**src/rtl/instr_encoder.sv**
```systemverilog
// Instruction encoder and program writer.
// Packs R-type / I-type field bundles into 17-bit instruction words, queues them
// in a small FIFO and streams them into instruction memory at auto-incrementing
// addresses. Out-of-range I-type immediates are dropped and flagged.
//
// Drain FSM states:
//   state    | meaning
//   ---------+-----------------------------------------------
//   S_IDLE   | FIFO empty, nothing to write
//   S_ACTIVE | FIFO holds words, memory accepted writes last cycle
//   S_STALL  | FIFO holds words, memory was busy last cycle
module instr_encoder #(
    parameter int ADDR_W = 8,
    parameter int DEPTH  = 4
) (
    input  logic              clk,
    input  logic              rst_n,
    input  logic              in_valid,
    output logic              in_ready,
    input  logic              fmt,
    input  logic [4:0]        opcode,
    input  logic [2:0]        dr,
    input  logic [2:0]        sa,
    input  logic [2:0]        sb,
    input  logic [2:0]        sh,
    input  logic [7:0]        imm,
    input  logic [ADDR_W-1:0] start_addr,
    input  logic              load_addr,
    input  logic              clr_flags,
    input  logic              mem_busy,
    output logic              mem_we,
    output logic [ADDR_W-1:0] mem_addr,
    output logic [16:0]       mem_wdata,
    output logic              busy,
    output logic              err_range,
    output logic              wrapped,
    output logic [ADDR_W:0]   words_written
);

    localparam int PTR_W = (DEPTH > 1) ? $clog2(DEPTH) : 1;
    localparam int CNT_W = PTR_W + 1;
    localparam int WW_W  = ADDR_W + 1;
    localparam logic [CNT_W-1:0] FULL_CNT = CNT_W'(DEPTH);

    typedef enum logic [1:0] {
        S_IDLE   = 2'd0,
        S_ACTIVE = 2'd1,
        S_STALL  = 2'd2
    } state_t;

    state_t            state_q, state_d;
    logic [16:0]       fifo_q [DEPTH];
    logic [PTR_W-1:0]  wr_ptr_q, wr_ptr_d;
    logic [PTR_W-1:0]  rd_ptr_q, rd_ptr_d;
    logic [CNT_W-1:0]  count_q, count_d;
    logic [ADDR_W-1:0] addr_q, addr_d;
    logic [WW_W-1:0]   words_q, words_d;
    logic              err_q, err_d;
    logic              wrap_q, wrap_d;

    logic              empty;
    logic              full;
    logic              accept;
    logic              imm_ok;
    logic              bundle_ok;
    logic              push;
    logic              pop;
    logic              err_set;
    logic              wrap_set;
    logic [16:0]       enc_word;

    // An 8-bit signed value fits in 6-bit signed when its top three bits agree.
    assign imm_ok    = (imm[7:5] == 3'b000) || (imm[7:5] == 3'b111);
    assign bundle_ok = !fmt || imm_ok;

    assign empty    = (count_q == '0);
    assign full     = (count_q == FULL_CNT);
    assign in_ready = !full;
    assign accept   = in_valid && in_ready;
    assign push     = accept && bundle_ok;
    assign err_set  = accept && !bundle_ok;
    assign pop      = !empty && !mem_busy;

    assign enc_word = fmt ? {opcode, dr, sa, imm[5:0]}
                          : {opcode, dr, sa, sb, sh};

    assign mem_we        = pop;
    assign mem_addr      = addr_q;
    assign mem_wdata     = empty ? 17'd0 : fifo_q[rd_ptr_q];
    assign busy          = (state_q != S_IDLE);
    assign err_range     = err_q;
    assign wrapped       = wrap_q;
    assign words_written = words_q;

    // FIFO pointer and occupancy next-state.
    always_comb begin
        wr_ptr_d = wr_ptr_q;
        rd_ptr_d = rd_ptr_q;
        count_d  = count_q;
        if (push) begin
            wr_ptr_d = wr_ptr_q + PTR_W'(1);
        end
        if (pop) begin
            rd_ptr_d = rd_ptr_q + PTR_W'(1);
        end
        case ({push, pop})
            2'b10:   count_d = count_q + CNT_W'(1);
            2'b01:   count_d = count_q - CNT_W'(1);
            default: count_d = count_q;
        endcase
    end

    // Write address, commit counter and sticky flags next-state.
    always_comb begin
        addr_d   = addr_q;
        words_d  = words_q;
        wrap_set = 1'b0;
        if (pop) begin
            addr_d   = addr_q + ADDR_W'(1);
            words_d  = words_q + WW_W'(1);
            wrap_set = &addr_q;
        end else if (empty && load_addr) begin
            // A preload only lands while nothing is queued, so it never
            // reorders words already waiting for memory.
            addr_d = start_addr;
        end
        // A setting event on the same edge as a clear keeps the flag high.
        err_d  = err_set  || (err_q  && !clr_flags);
        wrap_d = wrap_set || (wrap_q && !clr_flags);
    end

    // Drain FSM next-state, tracking the occupancy that will exist after this edge.
    always_comb begin
        state_d = state_q;
        if (count_d == '0) begin
            state_d = S_IDLE;
        end else if (mem_busy) begin
            state_d = S_STALL;
        end else begin
            state_d = S_ACTIVE;
        end
    end

    // Control state with asynchronous clear; queued words vanish with count_q.
    always_ff @(posedge clk or negedge rst_n) begin
        if (!rst_n) begin
            state_q  <= S_IDLE;
            wr_ptr_q <= '0;
            rd_ptr_q <= '0;
            count_q  <= '0;
            addr_q   <= '0;
            words_q  <= '0;
            err_q    <= 1'b0;
            wrap_q   <= 1'b0;
        end else begin
            state_q  <= state_d;
            wr_ptr_q <= wr_ptr_d;
            rd_ptr_q <= rd_ptr_d;
            count_q  <= count_d;
            addr_q   <= addr_d;
            words_q  <= words_d;
            err_q    <= err_d;
            wrap_q   <= wrap_d;
        end
    end

    // FIFO storage; contents are only observable while count_q is non-zero.
    always_ff @(posedge clk) begin
        if (push) begin
            fifo_q[wr_ptr_q] <= enc_word;
        end
    end

endmodule

```
**config.mk**
```make
export PLATFORM = sky130hd
export DESIGN_NAME = instr_encoder
export DESIGN_NICKNAME = d
export VERILOG_FILES = /design/src/rtl/instr_encoder.sv
export SDC_FILE = /design/constraint.sdc
export NUM_CORES = 1
export LEC_CHECK = 0
export BUFFER_PORTS_ARGS = -buffer_cell sky130_fd_sc_hd__buf_2
export CORE_MARGIN = 4
export CORE_UTILIZATION = 55
export DETAILED_ROUTE_END_ITERATION = 7
export GPL_TIMING_DRIVEN = 0
export PLACE_DENSITY = 0.91
export REMOVE_ABC_BUFFERS = 1
export SLEW_MARGIN = 20
export SYNTH_ARGS = -nofsm -noshare
export SYNTH_HDL_FRONTEND = slang
export SYNTH_SLANG_ARGS = --single-unit
```
**constraint.sdc**
```tcl
create_clock -name clk -period 6.19 [get_ports clk]
set_clock_uncertainty 0.2 [all_clocks]
set_input_delay 0 -clock clk [delete_from_list [all_inputs] [get_ports clk]]
set_output_delay 0 -clock clk [all_outputs]
set_load 0.01 [all_outputs]
```
# Word-level counts from Yosys, hierarchy flattened
# Memory sizes are Yosys's and may differ from the RTL's.
# Cells that the tools add are included.
# W data, S select, Z words.
dict set report op_classes {
  eq_ne 4
  add_sub_neg 6
  reduce_logical 23
  muxes 10
}
# op n
set ops {}
lappend ops {{$mux W17} 1}
lappend ops {{$mux W8} 2}
lappend ops {{$add A9 B1 Y9 const B} 1}
lappend ops {{$logic_not A3 Y1} 3}
lappend ops {{$add A8 B1 Y8 const B} 1}
lappend ops {{$reduce_and A8 Y1} 1}
lappend ops {{$logic_and A1 B1 Y1} 7}
lappend ops {{$eq A3 B3 Y1 const B} 2}
lappend ops {{$logic_not A1 Y1} 6}
lappend ops {{$mux W6} 1}
lappend ops {{$pmux W3 S2} 1}
lappend ops {{$add A2 B1 Y2 const B} 2}
lappend ops {{$logic_or A1 B1 Y1} 4}
lappend ops {{$mux W2} 2}
lappend ops {{$reduce_bool A2 Y1} 2}
lappend ops {{$add A3 B1 Y3 const B} 1}
lappend ops {{$mux W1} 3}
lappend ops {{$sub A3 B1 Y3 const B} 1}
lappend ops {{$eq A2 B1 Y1 const B} 1}
lappend ops {{$eq A2 B2 Y1 const B} 1}
dict set report totals {
  ram_bits 68
  memories 1
  ff_bits 28
  input_bits 40
  elab_cells 52
}
# name depth width read_ports rd_ports_with_merged_regs wr line
set memory_table {}
lappend memory_table {fifo_q 4 17 1 0 1 52} ;# logic [16:0] fifo_q [DEPTH];

# Longest topological paths before layout
dict set report depth {
  ltp_word 8
  depth_mapped 12
  ltp_nobuf 11
}

# Worst setup path before layout
# Ideal clock, no wire load.
dict set report synth_timing {
  path_kind {register -> register}
  startpoint {reg count_q[0]}
  endpoint {reg state_q[1]}
  slack_ns 3.688
  setup_ns 0.137
  arrival_time_ns 2.165
  stages_incl_launch_ff 13
  path_cell_list {dfrtp_1 -> inv_1 -> nand3_1 -> and3_1 -> buf_4 -> inv_1 -> ha_1 -> inv_1 -> fa_1 -> xor2_1 -> nor2_1 -> xnor2_1 -> a21boi_0}
}
dict set report synth_between {
  elab_chain_len 8
  word_cells_on_any_way 14
  cone_classes {add/sub (2); eq/ne (3); mux (2); reduce/logical (7)}
}
# element line
set synth_rtl {}
lappend synth_rtl {{from (decl)} 55} ;# logic [CNT_W-1:0] count_q, count_d;
lappend synth_rtl {{from (signal assigned)} 159} ;# count_q <= count_d;
lappend synth_rtl {{$eq A3 B3 Y1 *} 77} ;# assign full = (count_q == FULL_CNT);
lappend synth_rtl {{$logic_not A1 Y1 *} 78} ;# assign in_ready = !full;
lappend synth_rtl {{via in_ready} 19} ;# output logic in_ready,
lappend synth_rtl {{$logic_and A1 B1 Y1 *} 79} ;# assign accept = in_valid && in_ready;
lappend synth_rtl {{$logic_and A1 B1 Y1 *} 80} ;# assign push = accept && bundle_ok;
lappend synth_rtl {{$eq A2 B1 Y1 / $eq A2 B2 Y1 (equally long branches)} 106} ;# case ({push, pop})
lappend synth_rtl {{$pmux W3 S2 *} 106}
lappend synth_rtl {{$logic_not A3 Y1 *} 135} ;# if (count_d == '0) begin
lappend synth_rtl {{$mux W2 *} 135}
lappend synth_rtl {{via state_d[1]} 51} ;# state_t state_q, state_d;
lappend synth_rtl {{to (signal assigned)} 156} ;# state_q <= state_d;
lappend synth_rtl {{to (decl)} 51}
# Mark *: on every way through the listed nets, which the timed path passes. The rest lies on a longest branch.
# A chain may end at the register's enable or synchronous reset.

# Worst setup path after layout
dict set report layout_timing {
  startpoint {reg count_q[2]}
  endpoint {reg addr_q[4], in the netlist mem_addr[4]}
}
dict set report layout_between {
  elab_chain_len 4
  word_cells_on_any_way 6
  cone_classes {mux (1); reduce/logical (5)}
}
# element line
set layout_rtl {}
lappend layout_rtl {{$logic_not A3 Y1 *} 76} ;# assign empty = (count_q == '0);
lappend layout_rtl {{$logic_not A1 Y1} 82} ;# assign pop = !empty && !mem_busy;
lappend layout_rtl {{$logic_and A1 B1 Y1} 82}
lappend layout_rtl {{$mux W8 / $reduce_bool A2 Y1 (equally long branches)} -}
lappend layout_rtl {{to (signal assigned)} 160} ;# addr_q <= addr_d;
lappend layout_rtl {{to (decl)} 56} ;# logic [ADDR_W-1:0] addr_q, addr_d;
# Every way passes the cells marked *; elsewhere a longest branch is shown, timed or not.

==> flow_metrics.tcl <==
set metrics [dict create \
    first_global_vias 2708 \
    cts_tree "done" \
    crit_top_cell "dlygate4sd3_1" \
    regToRegEndpoint "mem_addr[4]" \
    fin_util_pct 71.0 \
    cts_made_buffers 9 \
    cellPowerDensity_nw_per_um2 409 \
    setup_violations 0 \
    critical_path_class "reg2reg" \
    dpl.hpwl_um 5300 \
    ir_drop_mv 0.193 \
    p_clk_share_pct 17.1 \
    synth_cells 251 \
    portBuffers 78 \
    die_h_um 94.1 \
    cts.path.max_buffers 2 \
    p_leak_nw 2.00 \
    period_needed_ns 2.74 \
    p_comb_share_pct 35.7 \
    die_x_um 94.1 \
    syn_avg_cell_area_um2 16.3 \
    drtPass1Iterations 4 \
    vias 2604 \
    violations "hold timing" \
    finalMaxSlewViolations 0 \
    cts_sinks 96 \
    path_cells "nor3_4 -> and2_1 -> nand2_1 -> dlygate4sd3_1 -> o211ai_1 -> dlygate4sd3_1" \
    synth_warnings 0 \
    gp_congestion 0.819 \
    diodes 0 \
    synth_cell_types 41 \
    ios 79 \
    path_clk_slew_ns 0.09 \
    reg2reg_depth 6 \
    hold_class "in2async" \
    slowest_delay_ns 0.56 \
    antenna_found_initial 0 \
    totalWireLength_um 8560 \
    grt_pass1_wl_um 13700 \
    slew_headroom_pct 38.5 \
    status "finished with violations" \
    synth_seq_cells 96 \
    yosysSeqAreaShare_pct 67.2 \
    h-tree-depth 3 \
    dr.first_iter.drc_count 255 \
    grt_max_degree 29 \
    syn2layout_area_growth_pct 25.5 \
    worst_slew_pin_slew_ns 0.923 \
    p_seq_share_pct 47.2 \
    maxCapViolCount 0 \
    drcViolationCount 0 \
    fin_hold_ws_ns -0.00465 \
    p_total_mw 2.09 \
    mostFrequentLayoutCells "buf_2, edfxtp_1, dlygate4sd3_1" \
    reg2reg_from "count_q[2]" \
    clock.fmax_ghz 0.366 \
    finalHoldViolCount 3 \
    insertion_delay_ns 0.35 \
    endpoint_kind "flop" \
    fp-row-count 31 \
    grt_usage_pct 20.7 \
    slowest_stage "dlygate4sd3_1" \
    critPathArrivalTime_ns 2.83 \
    final_layout_size_suffix_gt1_share_pct 33.0 \
    cp-start-kind "flop" \
    start_util_pct 56.5 \
    swShare_pct 34.7 \
    cp_max_fo 7 \
    final_common_cell "buf_2" \
    crit_buf_inv 2 \
    p_int_mw 1.37 \
    fin_nets 419 \
    critPathRequiredTime_ns 6.28 \
    rsz0062_at_grt "false" \
    setup_tns_ns 0 \
    root_buffer "clkbuf_8" \
    wl_per_cell_um 18.0 \
    ff2ff_setup_slack_ns 3.45 \
    crit_family "buffers and inverters" \
    viasPerCell 5.48 \
    finalCritPeriodShare_pct 44.2 \
    synth_area_um2 4080 \
    p_switching_mw 0.725 \
    ant_nets 0 \
    fp.dieArea_um2 8860 \
    grt-ovfl-total 0 \
    core_area_um2 7210 \
]
-- power by group through the flow --
| stage | clock network [mW] | registers, mW | logic [mW] |
|---|---|---|---|
| after global placement | 0 | 0.989 | 0.679 |
| after CTS | 0.362 | 0.987 | 0.745 |
| after floorplan | 0 | 0.982 | 0.449 |
| final | 0.358 | 0.988 | 0.747 |
| after detailed placement | 0 | 1.00 | 0.710 |
| after global routing | 0.390 | 1.01 | 0.816 |
-- through the flow --
step / area [µm²] / setup WS (ns) / cells
2_1_floorplan: 4010 / 3.75 / 240
3_3_place_gp: 4530 / 3.64 / 417
3_5_place_dp: 4530 / 3.59 / 417
4_1_cts: 5120 / 3.48 / 475
5_1_grt: 5120 / 3.31 / 475
6_report: 5120 / 3.45 / 475
-- cell usage after synthesis (all sizes together) --
library cell	instances	area [µm²]
and3	2	12.5
nor4b	2	23.8
dfrtp	28	701
xor2	5	43.8
xnor2	9	78.8
o21ai	3	15.0
a211oi	1	7.51
nand3	10	50.1
fa	1	20.0
or2	1	6.26
a21oi	2	10.0
inv	9	33.8
o211ai	4	30.0
nor2	6	25.0
and2	22	138
edfxtp	68	2040
o22ai	1	6.26
nor3	4	36.3
clkbuf	3	11.3
mux2i	2	20.0
mux2	8	90.1
ha	7	87.6
buf	8	53.8
nand2	17	63.8
a21o	1	7.51
nor4	1	6.26
a21boi	1	7.51
nand4	2	12.5
and4	1	8.76
and4b	1	10.0
or4b	1	10.0
a221oi	1	15.0
or3	2	12.5
mux4	17	383
-- sequential cells by signal, indices dropped and copies added (netlist names) --
| register | cells |
|---|---|
| mem_addr | 8 |
| count_q | 3 |
| rd_ptr_q | 2 |
| wr_ptr_q | 2 |
| words_written | 9 |
| state_q | 2 |
| fifo_q | 68 |
| err_range | 1 |
| wrapped | 1 |
-- how the worst max path moves through the flow --
| stage | start | end | slack (ns) | cells past startpoint |
|---|---|---|---|---|
| after floorplan | count_q[0] | state_q[1] | 3.75 | 11 |
| after global placement | count_q[0] | state_q[1] | 3.64 | 11 |
| after detailed placement | count_q[0] | state_q[1] | 3.59 | 11 |
| after CTS | count_q[2] | mem_addr[4] | 3.48 | 6 |
| after global routing | count_q[2] | mem_addr[4] | 3.31 | 6 |
| final | count_q[2] | mem_addr[4] | 3.45 | 6 |
-- layer usage --
layer,share of wire (%),wire [µm],vias up,GRT usage [%]
met3,4.0,343,26,2.72
met5,0,0,-,0
li1,-,-,1178,-
met2,54,4660,91,35.2
met4,3.2,271,0,10.7
met1,38,3290,1309,26.0
-- layout make-up --
class                      count  area [µm²]
inverter                       9        33.8
timing repair buffer         120         811
multi-input combinational    135        1240
tap                           99         124
clock buffer                  10         128
clock inverter                 6        42.5
fill                         467        2090
sequential                    96        2740
-- cell families (layout without fill, tap and decap cells) --
family / after synthesis / count (layout) / share of synthesized area (%)
buffers and inverters: 20 / 145 / 2.42
xor gates and xnor gates: 14 / 14 / 3.01
AOI/OAI and AO/OA: 14 / 14 / 2.42
and+or+nand+nor: 72 / 72 / 10.2
muxes: 27 / 27 / 12.1
DFF: 96 / 96 / 67.2
adders and majority gates: 8 / 8 / 2.64
-- what timing repair did --
item                                   4_1_cts  5_1_grt
endpoints found under the hold margin      116        0
buffers inserted                             0        0
gates resized for setup                      0        0
hold buffers                                42        0
(Power assumes the default switching activity.)
